`src/rtl/sar_pkg.sv`:
```
// Shared types and defaults for the successive-approximation converter.
// Imported by the handshake interface, the step datapath and the FSM top.
package sar_pkg;

  localparam int N_DEF      = 8;
  localparam int SETTLE_DEF = 1;
  localparam int CNT_W      = 4;

  typedef enum logic [1:0] {
    IDLE,
    TRIAL,
    DONE_WAIT
  } state_e;

endpackage

```
`src/rtl/sar_converter_if.sv`:
```
// Consumer-side start/end-of-conversion handshake and sample bus.
// master = consumer (drives soc), slave = converter.
interface sar_converter_if
  import sar_pkg::*;
#(
  parameter int N = N_DEF
);

  logic         soc;
  logic         eoc;
  logic [N-1:0] x;

  modport master (
    output soc,
    input  eoc,
    input  x
  );

  modport slave (
    input  soc,
    output eoc,
    output x
  );

endinterface

```
`src/rtl/sar_step.sv`:
```
// SAR datapath: result register, one-hot trial mask and DAC code.
// load starts a conversion, step applies one comparator decision.
module sar_step #(
  parameter int N = 8
) (
  input  logic         clock,
  input  logic         reset,
  input  logic         load,
  input  logic         step,
  input  logic         cmp,
  output logic [N-1:0] result,
  output logic [N-1:0] res_nxt,
  output logic [N-1:0] dac,
  output logic         last
);

  localparam logic [N-1:0] MSB = {1'b1, {(N-1){1'b0}}};

  logic [N-1:0] res_q, res_d;
  logic [N-1:0] mask_q, mask_d;
  logic [N-1:0] dac_q, dac_d;

  always_comb begin
    res_d  = res_q;
    mask_d = mask_q;
    dac_d  = dac_q;
    if (load) begin
      res_d  = '0;
      mask_d = MSB;
      dac_d  = MSB;
    end else if (step) begin
      // cmp is only looked at here, so it may be X between decisions
      res_d  = cmp ? (res_q | mask_q) : res_q;
      mask_d = mask_q >> 1;
      dac_d  = res_d | mask_d;
    end
  end

  always_ff @(posedge clock or posedge reset) begin
    if (reset) begin
      res_q  <= '0;
      mask_q <= '0;
      dac_q  <= '0;
    end else begin
      res_q  <= res_d;
      mask_q <= mask_d;
      dac_q  <= dac_d;
    end
  end

  assign result  = res_q;
  assign res_nxt = res_d;
  assign dac     = dac_q;
  assign last    = mask_q[0];

endmodule

```
`src/rtl/sar_converter.sv`:
```
// Successive-approximation A/D controller: FSM, settle timing and
// soc/eoc handshake around the sar_step datapath.
module sar_converter
  import sar_pkg::*;
#(
  parameter int N      = N_DEF,
  parameter int SETTLE = SETTLE_DEF
) (
  input  logic         clock,
  input  logic         reset,
  sar_converter_if.slave conv,
  output logic [N-1:0] dac,
  input  logic         cmp
);

  localparam logic [CNT_W-1:0] SET_LAST = CNT_W'(SETTLE);

  state_e           state_q, state_d;
  logic [CNT_W-1:0] cnt_q, cnt_d;
  logic             eoc_q, eoc_d;
  logic [N-1:0]     x_q, x_d;

  logic         load;
  logic         step;
  logic         last;
  logic [N-1:0] result;
  logic [N-1:0] res_nxt;

  sar_step #(
    .N (N)
  ) u_step (
    .clock   (clock),
    .reset   (reset),
    .load    (load),
    .step    (step),
    .cmp     (cmp),
    .result  (result),
    .res_nxt (res_nxt),
    .dac     (dac),
    .last    (last)
  );

  always_comb begin
    state_d = state_q;
    cnt_d   = cnt_q;
    eoc_d   = eoc_q;
    x_d     = x_q;
    load    = 1'b0;
    step    = 1'b0;
    unique case (state_q)
      IDLE: begin
        if (conv.soc) begin
          load    = 1'b1;
          eoc_d   = 1'b0;
          cnt_d   = '0;
          state_d = TRIAL;
        end
      end
      TRIAL: begin
        if (cnt_q == SET_LAST) begin
          step  = 1'b1;
          cnt_d = '0;
          if (last) begin
            // result must not reach x until the consumer drops soc
            if (!conv.soc) begin
              x_d     = res_nxt;
              eoc_d   = 1'b1;
              state_d = IDLE;
            end else begin
              state_d = DONE_WAIT;
            end
          end
        end else begin
          cnt_d = cnt_q + 1'b1;
        end
      end
      DONE_WAIT: begin
        if (!conv.soc) begin
          x_d     = result;
          eoc_d   = 1'b1;
          state_d = IDLE;
        end
      end
      default: state_d = IDLE;
    endcase
  end

  always_ff @(posedge clock or posedge reset) begin
    if (reset) begin
      state_q <= IDLE;
      cnt_q   <= '0;
      eoc_q   <= 1'b1;
      x_q     <= '0;
    end else begin
      state_q <= state_d;
      cnt_q   <= cnt_d;
      eoc_q   <= eoc_d;
      x_q     <= x_d;
    end
  end

  assign conv.eoc = eoc_q;
  assign conv.x   = x_q;

endmodule

```
`src/flat_wrapper.sv`:
```
// flat-port wrapper written by rule: the top's interface ports become plain ports
module sar_converter_flat import sar_pkg::*;
#(
  parameter int N      = N_DEF,
  parameter int SETTLE = SETTLE_DEF
)
  (clock, reset, dac, cmp, conv_soc, conv_eoc, conv_x);
  sar_converter_if #(.N(N)) conv_i ();
  input  logic clock;
  input  logic reset;
  output logic [N-1:0] dac;
  input  logic cmp;
  input wire logic [$bits(conv_i.soc)-1:0] conv_soc;
  output wire logic [$bits(conv_i.eoc)-1:0] conv_eoc;
  output wire logic [$bits(conv_i.x)-1:0] conv_x;
  assign conv_i.soc = conv_soc;
  assign conv_eoc = conv_i.eoc;
  assign conv_x = conv_i.x;
  sar_converter #(.N(N), .SETTLE(SETTLE)) u_core (.clock(clock), .reset(reset), .conv(conv_i), .dac(dac), .cmp(cmp));
endmodule
```
`config.mk`:
```
export PLATFORM = sky130hd
export DESIGN_NAME = sar_converter_flat
export DESIGN_NICKNAME = d
export VERILOG_FILES = /design/src/rtl/sar_pkg.sv /design/src/rtl/sar_converter_if.sv /design/src/rtl/sar_step.sv /design/src/rtl/sar_converter.sv /design/src/flat_wrapper.sv
export SDC_FILE = /design/constraint.sdc
export NUM_CORES = 1
export LEC_CHECK = 0
export CORE_MARGIN = 3
export CORE_UTILIZATION = 55
export CTS_CLUSTER_DIAMETER = 30
export DETAILED_ROUTE_END_ITERATION = 12
export PLACE_DENSITY = 0.81
export RECOVER_POWER = 25
export SYNTH_ARGS = -nofsm -noshare
export SYNTH_HDL_FRONTEND = slang
export SYNTH_HIERARCHICAL = 1
export SYNTH_SLANG_ARGS = --single-unit
```
`constraint.sdc`:
```
create_clock -name clock -period 3.74 [get_ports clock]
set_input_delay 0.748 -clock clock [delete_from_list [all_inputs] [get_ports clock]]
set_output_delay 0.748 -clock clock [all_outputs]
set_load 0.01 [all_outputs]
```
==> impl_metrics.tcl <==
set metrics [dict create \
    antenna_cells 0 \
    synthFlopType "dfrtp_1" \
    cts_tree "done" \
    grt_max_degree 25 \
    ys_seq_elements 39 \
    antenna_found_initial 0 \
    drt_iter0_markers 145 \
    maxSlewViolCount 0 \
    port_buffers 20 \
    seq_area_frac_synth_pct 51.9 \
    maxCapViolations 0 \
    final.setup.tns_ns 0 \
    grt_usage_pct 20.4 \
    synth_fp_nets 178 \
    postCtsSetupRepairBufs 0 \
    end_kind "register" \
    num_vias 1351 \
    syn_area_mm2 0.00188 \
    grt_pass1_vias 1298 \
    crit_chain "or4b_1, nor2_1, and2_1, a21oi_1, nor2_1, mux2_2, mux2_2" \
    relSlewSlack_pct 43.1 \
    final_net_count 199 \
    clkLatencyLatePin_ns 0.35 \
    dp.cells 228 \
    h-tree-depth 2 \
    layout_common_cells "dfrtp_1, nor2_1, clkdlybuf4s50_1" \
    outcome "finished, final reports clean" \
    grt.overflow.total 0 \
    root_buffer "clkbuf_4" \
    cts_max_path_buffers 2 \
    fp.coreArea_mm2 0.00315 \
    dr.pass1.iters 4 \
    final_cell_area_mm2 0.00220 \
    hold_buffers 0 \
    wl_per_cell_um 15.6 \
    crit_type "register to register" \
    drive_above_1_share_pct 15.1 \
    leakagePower_uw 0.000971 \
    ctsResizeCount 0 \
    syn2layout_area_growth_pct 17.1 \
    synth_area_leader_cell "dfrtp_1" \
    hpwl_um 2700 \
    cp.required_ns 4.03 \
    synth_cells 170 \
    fp.dieH_um 64.5 \
    final_common_cell "dfrtp_1" \
    drc 0 \
    synth_top_area_share_pct 50.5 \
    rows 20 \
    placedInstanceArea_mm2 0.00210 \
    place_ws_ns 0.932 \
    cp_slowest_cell "or4b_1" \
    power.density_mw_per_mm2 756 \
    finalNonFillerCells 236 \
    ys_types 35 \
    wl_um 3690 \
    numCtsBuffers 5 \
    clkSinkCount 39 \
    hold_viol 0 \
    ys.warnings.count 6 \
    grt_pass1_wl_um 6410 \
    rsz0062_at_grt "no" \
    io_pins 21 \
    path_delay_family "simple AND/OR/NAND/NOR gates" \
    fillers 262 \
    cp_slowest_stage_delay_ns 0.73 \
    vdd_ir_drop_max_uv 515 \
    avgSynthCellArea_um2 11.1 \
    yosys-top-cells-area "dfrtp_1, mux2_2, mux2i_1" \
    die_w_um 64.5 \
    setup_ws_ns 1.16 \
    hp-class "register to register" \
    layout_min_cycle_time_ns 2.58 \
    synth-edff-count 0 \
    path_max_fanout 8 \
    cp_data_arrival_time_ns 2.87 \
    setup_viol 0 \
    timing.final.crit_share_pct 68.9 \
    postRouteAntennaNets 0 \
    cts.reportedPaths.clkPinSlew_ns 0.11 \
    place_congestion 0.832 \
    startpoint_type "register" \
    initial_core_util_pct 59.7 \
    dieArea_mm2 0.00416 \
    via_per_inst 5.72 \
    skew_ns 0.0107 \
    crit_buf_inv 0 \
    tightest_slew_ns 0.853 \
    fmax_ghz 0.388 \
    async_flop_share_pct 100 \
]
==> through the flow <==
| step | power (µW) | util [%] | hold slack (ns) |
|---|---|---|---|
| after detailed placement | 1320 | 66.7 | 0.496 |
| final | 1660 | 69.9 | 0.516 |
| after global routing | 1780 | 69.9 | 0.563 |
| after CTS | 1670 | 69.9 | 0.522 |
| after floorplan | 1080 | - | 0.479 |
| after global placement | 1290 | 66.7 | 0.490 |
==> routing by layer <==
layer,share of wire (%),GRT usage [%],vias to the layer above
li1,-,-,648
met1,45,27.4,648
met2,48,31.6,49
met3,5.2,5.20,6
met4,1.8,8.71,0
met5,0,0,-
==> report_power, final <==
group	switching (µW)	leakage, µW	internal (µW)
sequential	87.6	0.000515	541
combinational	358	0.000404	333
clock	136	0.0000525	209
==> flip-flops by register name, indices dropped and copies added, names as in the netlist <==
register / flops
u_core/cnt_q: 4
u_core/conv.eoc: 1
u_core/u_step/result: 8
u_core/u_step/mask_q: 8
u_core/u_step/dac: 8
u_core/conv.x: 8
u_core/state_q: 2
==> final timing paths <==
check / to / from / depth (start not counted) / slack, ns
worst max-delay path: u_core/conv.x[4] / u_core/cnt_q[1] / 7 / 1.16
worst min-delay path: u_core/conv.x[0] / u_core/conv.x[0] / 1 / 0.52
worst max register to register: u_core/conv.x[4] / u_core/cnt_q[1] / 7 / 1.16
max in group asynchronous: u_core/u_step/result[6] / reset / 2 / 2.19
worst min register to register: u_core/conv.x[0] / u_core/conv.x[0] / 1 / 0.52
min in group asynchronous: u_core/conv.x[3] / reset / 2 / 0.91
==> synth_stat cells (2+ instances only) <==
cell type  count
dfrtp_1       38
nor2_1        24
mux2_2        16
a21oi_1       12
mux2i_1        9
a2111oi_0      8
inv_1          7
nor3_1         7
o21ai_0        6
clkbuf_1       4
ha_1           4
nand2b_1       4
and2_1         3
nand2_1        3
nor2b_1        3
a2111o_1       2
buf_6          2
==> layout make-up <==
| class | count | area, µm² | area share, % |
|---|---|---|---|
| flip-flops and latches | 39 | 977 | 44.3 |
| multi-input cells | 115 | 822 | 37.3 |
| repair buffers | 22 | 215 | 9.77 |
| clock inverters | 2 | 60.1 | 2.73 |
| well taps | 44 | 55.1 | 2.50 |
| clock buffers | 6 | 41.3 | 1.87 |
| inverters | 8 | 32.5 | 1.48 |
==> logic make-up (layout without fill, tap and decap cells) <==
| group | count (synthesis) | in the layout | synth area share (%) |
|---|---|---|---|
| AOI/OAI and AO/OA | 38 | 38 | 14.6 |
| buffers and inverters | 16 | 38 | 4.39 |
| adders and majority gates | 4 | 4 | 2.66 |
| and+or+nand+nor | 48 | 48 | 12.1 |
| muxes | 25 | 25 | 14.4 |
| DFF | 39 | 39 | 51.9 |
Power figures use the tool's default switching activity.
